### config.mk
export PLATFORM = sky130hd
export DESIGN_NAME = pong_match_ctrl_flat
export DESIGN_NICKNAME = d
export VERILOG_FILES = /design/src/rtl/pong_match_ctrl_if.sv /design/src/rtl/pong_match_ctrl.sv /design/src/flat_wrapper.sv
export SDC_FILE = /design/constraint.sdc
export NUM_CORES = 1
export LEC_CHECK = 0
export BUFFER_PORTS_ARGS = -buffer_cell sky130_fd_sc_hd__buf_2
export CORE_ASPECT_RATIO = 2
export CORE_MARGIN = 4
export CORE_UTILIZATION = 40
export DETAILED_ROUTE_END_ITERATION = 7
export MAX_ROUTING_LAYER = met4
export SETUP_SLACK_MARGIN = 0.02
export SKIP_CTS_REPAIR_TIMING = 1
export SLEW_MARGIN = 20
export SYNTH_ARGS = -nofsm -noshare
export SYNTH_HDL_FRONTEND = slang
export SYNTH_SLANG_ARGS = --single-unit
### constraint.sdc
create_clock -name clk_0 -period 5.5 [get_ports clk_0]
set_input_delay 1.1 -clock clk_0 [delete_from_list [all_inputs] [get_ports clk_0]]
set_output_delay 1.1 -clock clk_0 [all_outputs]
set_load 0.005 [all_outputs]
### src/rtl/pong_match_ctrl_if.sv
// Link between the match controller and the ball/paddle datapath: miss
// pulses flow up, enable/visibility/recentre/serve controls flow down.
interface pong_match_ctrl_if;
  logic miss_left;
  logic miss_right;
  logic play_en;
  logic sq_shown;
  logic pos_reset;
  logic serve_dir;

  modport master (
    input  miss_left, miss_right,
    output play_en, sq_shown, pos_reset, serve_dir
  );

  modport slave (
    output miss_left, miss_right,
    input  play_en, sq_shown, pos_reset, serve_dir
  );
endinterface

### src/rtl/pong_match_ctrl.sv
// Pong match sequencer: menu, serve delay, rally and game-over modes, scoring
// and serve direction, with synchronised raw buttons and a re-arm guard.
module pong_match_ctrl #(
  parameter int unsigned SAFE_CYC  = 2_500_000,
  parameter int unsigned SERVE_CYC = 50_352_112,
  parameter int unsigned MAX_SCORE = 11
) (
  input  logic              clk_0,
  input  logic              rst,
  input  logic [3:0]        btn_n,
  pong_match_ctrl_if.master dp,
  output logic [3:0]        score_p1,
  output logic [3:0]        score_p2,
  output logic              game_startup,
  output logic              game_over,
  output logic              winner
);

  localparam int unsigned TMAX = (SAFE_CYC > SERVE_CYC) ? SAFE_CYC : SERVE_CYC;
  localparam int          TW   = $clog2(TMAX + 1);
  localparam logic [TW-1:0] SAFE_T     = TW'(SAFE_CYC);
  localparam logic [TW-1:0] SERVE_LAST = TW'(SERVE_CYC - 1);
  localparam logic [3:0]    MAX_S      = 4'(MAX_SCORE);

  typedef enum logic [1:0] {
    ST_STARTUP,
    ST_SERVE_WAIT,
    ST_PLAY,
    ST_GAME_OVER
  } state_e;

  state_e        state_q, state_d;
  logic [TW-1:0] timer_q, timer_d;
  logic          armed_q, armed_d;
  logic [3:0]    btn_meta_q, btn_meta_d, btn_sync_q, btn_sync_d;
  logic [3:0]    score_p1_q, score_p1_d, score_p2_q, score_p2_d;
  logic          serve_dir_q, serve_dir_d, winner_q, winner_d;
  logic          play_en_q, play_en_d, sq_shown_q, sq_shown_d, pos_reset_q, pos_reset_d;
  logic          game_startup_q, game_startup_d, game_over_q, game_over_d;
  logic          any_btn, idle_mode;

  assign any_btn   = ~&btn_sync_q;
  assign idle_mode = (state_q == ST_STARTUP) || (state_q == ST_GAME_OVER);

  always_comb begin
    // NOTE: every _d starts from its _q (or a fixed idle value) so no path through this block can infer a latch.
    state_d        = state_q;
    timer_d        = timer_q;
    armed_d        = armed_q;
    btn_meta_d     = btn_n;
    btn_sync_d     = btn_meta_q;
    score_p1_d     = score_p1_q;
    score_p2_d     = score_p2_q;
    serve_dir_d    = serve_dir_q;
    winner_d       = winner_q;
    pos_reset_d    = 1'b0;

    unique case (state_q)
      ST_STARTUP: begin
        if (armed_q && any_btn) begin
          state_d     = ST_SERVE_WAIT;
          score_p1_d  = '0;
          score_p2_d  = '0;
          serve_dir_d = 1'b0;
          pos_reset_d = 1'b1;
        end
      end
      ST_SERVE_WAIT: begin
        if (timer_q == SERVE_LAST) state_d = ST_PLAY;
      end
      ST_PLAY: begin
        // A simultaneous double miss credits P2 only.
        if (dp.miss_left) begin
          score_p2_d  = score_p2_q + 4'd1;
          serve_dir_d = 1'b0;
          if (score_p2_d == MAX_S) begin
            state_d  = ST_GAME_OVER;
            winner_d = 1'b1;
          end else begin
            state_d     = ST_SERVE_WAIT;
            pos_reset_d = 1'b1;
          end
        end else if (dp.miss_right) begin
          score_p1_d  = score_p1_q + 4'd1;
          serve_dir_d = 1'b1;
          if (score_p1_d == MAX_S) begin
            state_d  = ST_GAME_OVER;
            winner_d = 1'b0;
          end else begin
            state_d     = ST_SERVE_WAIT;
            pos_reset_d = 1'b1;
          end
        end
      end
      ST_GAME_OVER: begin
        if (armed_q && any_btn) begin
          state_d     = ST_STARTUP;
          score_p1_d  = '0;
          score_p2_d  = '0;
          pos_reset_d = 1'b1;
        end
      end
      default: state_d = ST_STARTUP;
    endcase

    if (state_d != state_q)          timer_d = '0;
    else if (state_q == ST_SERVE_WAIT) timer_d = timer_q + TW'(1);
    else if (idle_mode && timer_q < SAFE_T) timer_d = timer_q + TW'(1);

    // Arming needs a quiet button after the safe window, so a held press never starts a match.
    if (state_d != state_q && (state_d == ST_STARTUP || state_d == ST_GAME_OVER))
      armed_d = 1'b0;
    else if (idle_mode && timer_q >= SAFE_T && !any_btn)
      armed_d = 1'b1;

    play_en_d      = (state_d == ST_PLAY);
    sq_shown_d     = (state_d == ST_PLAY);
    game_startup_d = (state_d == ST_STARTUP);
    game_over_d    = (state_d == ST_GAME_OVER);
  end

  // NOTE: state flops use non-blocking assignments so every register samples pre-edge values.
  always_ff @(posedge clk_0 or negedge rst) begin
    if (!rst) begin
      state_q        <= ST_STARTUP;
      timer_q        <= '0;
      armed_q        <= 1'b0;
      btn_meta_q     <= 4'hF;
      btn_sync_q     <= 4'hF;
      score_p1_q     <= '0;
      score_p2_q     <= '0;
      serve_dir_q    <= 1'b0;
      winner_q       <= 1'b0;
      play_en_q      <= 1'b0;
      sq_shown_q     <= 1'b0;
      pos_reset_q    <= 1'b0;
      game_startup_q <= 1'b1;
      game_over_q    <= 1'b0;
    end else begin
      state_q        <= state_d;
      timer_q        <= timer_d;
      armed_q        <= armed_d;
      btn_meta_q     <= btn_meta_d;
      btn_sync_q     <= btn_sync_d;
      score_p1_q     <= score_p1_d;
      score_p2_q     <= score_p2_d;
      serve_dir_q    <= serve_dir_d;
      winner_q       <= winner_d;
      play_en_q      <= play_en_d;
      sq_shown_q     <= sq_shown_d;
      pos_reset_q    <= pos_reset_d;
      game_startup_q <= game_startup_d;
      game_over_q    <= game_over_d;
    end
  end

  assign dp.play_en   = play_en_q;
  assign dp.sq_shown  = sq_shown_q;
  assign dp.pos_reset = pos_reset_q;
  assign dp.serve_dir = serve_dir_q;
  assign score_p1     = score_p1_q;
  assign score_p2     = score_p2_q;
  assign game_startup = game_startup_q;
  assign game_over    = game_over_q;
  assign winner       = winner_q;

endmodule

### src/flat_wrapper.sv
// flat-port wrapper written by rule: the top's interface ports become plain ports
module pong_match_ctrl_flat 
#(
  parameter int unsigned SAFE_CYC  = 2_500_000,
  parameter int unsigned SERVE_CYC = 50_352_112,
  parameter int unsigned MAX_SCORE = 11
)
  (clk_0, rst, btn_n, score_p1, score_p2, game_startup, game_over, winner, dp_miss_left, dp_miss_right, dp_play_en, dp_sq_shown, dp_pos_reset, dp_serve_dir);
  pong_match_ctrl_if dp_i ();
  input  logic clk_0;
  input  logic rst;
  input  logic [3:0] btn_n;
  output logic [3:0] score_p1;
  output logic [3:0] score_p2;
  output logic game_startup;
  output logic game_over;
  output logic winner;
  input wire logic [$bits(dp_i.miss_left)-1:0] dp_miss_left;
  input wire logic [$bits(dp_i.miss_right)-1:0] dp_miss_right;
  output wire logic [$bits(dp_i.play_en)-1:0] dp_play_en;
  output wire logic [$bits(dp_i.sq_shown)-1:0] dp_sq_shown;
  output wire logic [$bits(dp_i.pos_reset)-1:0] dp_pos_reset;
  output wire logic [$bits(dp_i.serve_dir)-1:0] dp_serve_dir;
  assign dp_i.miss_left = dp_miss_left;
  assign dp_i.miss_right = dp_miss_right;
  assign dp_play_en = dp_i.play_en;
  assign dp_sq_shown = dp_i.sq_shown;
  assign dp_pos_reset = dp_i.pos_reset;
  assign dp_serve_dir = dp_i.serve_dir;
  pong_match_ctrl #(.SAFE_CYC(SAFE_CYC), .SERVE_CYC(SERVE_CYC), .MAX_SCORE(MAX_SCORE)) u_core (.clk_0(clk_0), .rst(rst), .btn_n(btn_n), .dp(dp_i), .score_p1(score_p1), .score_p2(score_p2), .game_startup(game_startup), .game_over(game_over), .winner(winner));
endmodule
==> impl_metrics.yaml <==
cts:
  root_buffer: "clkbuf_16"
  insertion_delay_ps: 290
  cts_buffer_depth: 2
  cts_tree: "done"
  htree_levels: 2
  clock_sinks: 51
  clkTransAtPathRegs_ps: 60
  numCtsBuffers: 5
place:
  dpl.hpwl_um: 5010
  dpl.cell_count: 400
  io_buffers: 22
  gp_congestion: 0.827
power:
  vdd_ir_drop_max_mv: 0.138
  swShare_pct: 19.3
  cellPowerDensity_mw_per_mm2: 229
  power_frac_clock_pct: 47.9
  p_comb_share_pct: 1.6
  p_int_mw: 0.609
  seq_power_share_pct: 50.5
  switching_power_mw: 0.145
  leakage_nw: 1.43
critical_path:
  cp-start-kind: "input port"
  cpMaxStageDelayCell: "o2111ai_4"
  path_max_fanout: 27
  cp.arrival_ps: 2910
  crit_required_ps: 5710
  worstPathCellList: "buf_2 -> o21ai_1 -> o22ai_1 -> a32o_1 -> a31oi_2 -> o2111ai_4 -> a21oi_1"
  crit_type: "in2reg"
  critPathCaptureType: "flop"
  critPathMaxStageDelay_ps: 540
timing:
  fin_worst_skew_ps: 3.43
  max_slew_margin_pct: 31.0
  timing.final.crit_period_ps: 2700
  hold_violations: 0
  slew_viol_final: 0
  setup_viol: 0
  worst_pin_slew_ps: 1040
  grt_setup_unrepaired: "false"
  fin_tns_setup_ps: 0
  fmax_mhz: 370
  finalCritPeriodShare_pct: 49.1
  hold_slack_ps: 356
floorplanning:
  die_area_mm2: 0.00901
  core_mm2: 0.00727
  io_pins: 23
  chipWidth_um: 69.2
  start_util_pct: 41.2
  die_h_um: 130
  rows: 44
routing:
  antenna_left: 0
  drtIter0Drc: 99
  vias_per_cell: 5.51
  wl_per_cell_um: 16.3
  drc_errors: 0
  wirelength_um: 6660
  vias: 2247
  first_pass_iters: 4
min_path:
  min_path_type: "reg2reg"
final_layout:
  mostFrequentLayoutCell: "dfrtp_1"
  fin_cells: 408
  area_delta_synth_final_pct: 10.3
  n_fill_cell: 734
  nets: 336
  n_antenna_cell: 0
  drive_above_1_share_pct: 25.3
  final_cell_mix: "42 x dfrtp_1, 22 x nand2_1, 22 x buf_2"
yosys:
  synth-warning-count: 0
  synthArstFlopShare_pct: 100
  synth.largest_area_cell: "dfrtp_1"
  synthFlopType: "dfrtp_1"
  avgSynthCellArea_um2: 10.1
  ys_types: 56
  ys_ff_latch: 51
  syn-num-nets: 316
  synthTopCellsByArea: "dfrtp_1 35%, dfstp_2 7.9%, ha_1 5.4%"
  synth-edff-count: 0
  syn_area_mm2: 0.00299
  seq_area_frac_synth_pct: 43.0
  synth_top_area_share_pct: 35.1
  syn_inst: 295
global_route:
  grt_first_pass_wirelength_um: 11300
  grt.overflow.total: 0
  grt_max_degree: 52
  antenna_found_initial: 0
  grt_usage_pct: 16.4
  grt_pass1_vias: 2397
status:
  outcome: "complete, no violations"
flow_run:
  maxCapViolCount: 0
[sequential cells by signal (all words and copies together), names as in the netlist]
signal               flops
u_core.timer_q          26
u_core.btn_meta_q        4
u_core.btn_sync_q        4
u_core.score_p1          4
u_core.score_p2          4
u_core.state_q           2
u_core.armed_q           1
u_core.dp.play_en        1
u_core.dp.pos_reset      1
u_core.dp.serve_dir      1
u_core.game_over         1
u_core.game_startup      1
u_core.winner            1
[power groups by stage]
stage / clock [mW] / sequential (mW) / combinational (mW)
global placement: 0 / 0.388 / 0.0121
finish: 0.362 / 0.381 / 0.0118
global route: 0.386 / 0.381 / 0.0141
CTS: 0.372 / 0.381 / 0.0125
floorplan: 0 / 0.388 / 0.000624
detailed placement: 0 / 0.388 / 0.0125
[metrics by stage]
step	instance area, µm²	power (mW)	setup slack, ps	utilization [%]
3_5_place_dp	3130	0.400	2470	43.0
2_1_floorplan	2990	0.388	3140	-
4_1_cts	3300	0.765	2780	45.4
3_3_place_gp	3130	0.400	2590	43.0
6_report	3300	0.755	2800	45.4
5_1_grt	3300	0.782	2650	45.4
[logic make-up (layout without fill, tap and decap cells)]
kind of cell	after synthesis	count (layout)	synth area share (%)
fa+ha+maj	13	13	5.43
simple gates	133	133	26.7
compound gates	45	45	11.2
xor+xnor	29	29	8.49
buf+inv	24	45	5.18
flops	51	51	43.0
[final timing paths]
path	startpoint	to	slack, ps	cells after the start
min reg2reg	u_core.btn_meta_q[1]	u_core.btn_sync_q[1]	360	0
max	dp_miss_left	u_core.armed_q	2800	7
min	u_core.btn_meta_q[1]	u_core.btn_sync_q[1]	360	0
max in group asynchronous	rst	u_core.score_p2[2]	4140	2
max reg2reg	u_core.state_q[1]	u_core.armed_q	2900	9
min in group asynchronous	rst	u_core.dp.serve_dir	910	2
[layer usage]
metal / vias to the layer above / share of wire, % / global-route usage, %
met5: - / 0 / -
met4: 0 / 5.0 / 11.4
met3: 22 / 3.3 / 2.39
met2: 54 / 58 / 31.5
met1: 1093 / 34 / 14.2
li1: 1078 / - / -
[cell type report]
type,count,area [µm²],area share [%]
clock inverters,2,35.0,1.06
well taps,92,115,3.49
clock buffers,6,139,4.21
repair buffers,24,125,3.79
multi-input cells,220,1550,47.0
flip-flops and latches,51,1290,39.0
inverters,13,48.8,1.48
[worst max-delay path: cells and delay by family]
| family | cells | cell delay (ps) |
|---|---|---|
| AO/OA/AOI/OAI | 6 | 1670 |
| buffers and inverters | 1 | 140 |
[synthesized netlist by cell type (2+ instances only)]
cell type	count
dfrtp_1	42
nand2_1	22
nor2_2	20
nor2_1	19
nand3_1	17
xor2_1	17
o21ai_0	14
ha_1	13
inv_1	13
nand4_1	12
xnor2_1	12
dfstp_2	9
and3_1	7
nor4_1	7
a21oi_1	6
buf_4	4
nor3_1	4
and4_2	3
nand2b_1	3
o21ai_1	3
a22o_1	2
and4_1	2
and4bb_2	2
buf_2	2
buf_6	2
buf_8	2
nand3b_1	2
nor3b_1	2
nor4b_2	2
o211ai_1	2
o21a_1	2
o31ai_1	2
Note: power is estimated with default switching activity, not from simulation.
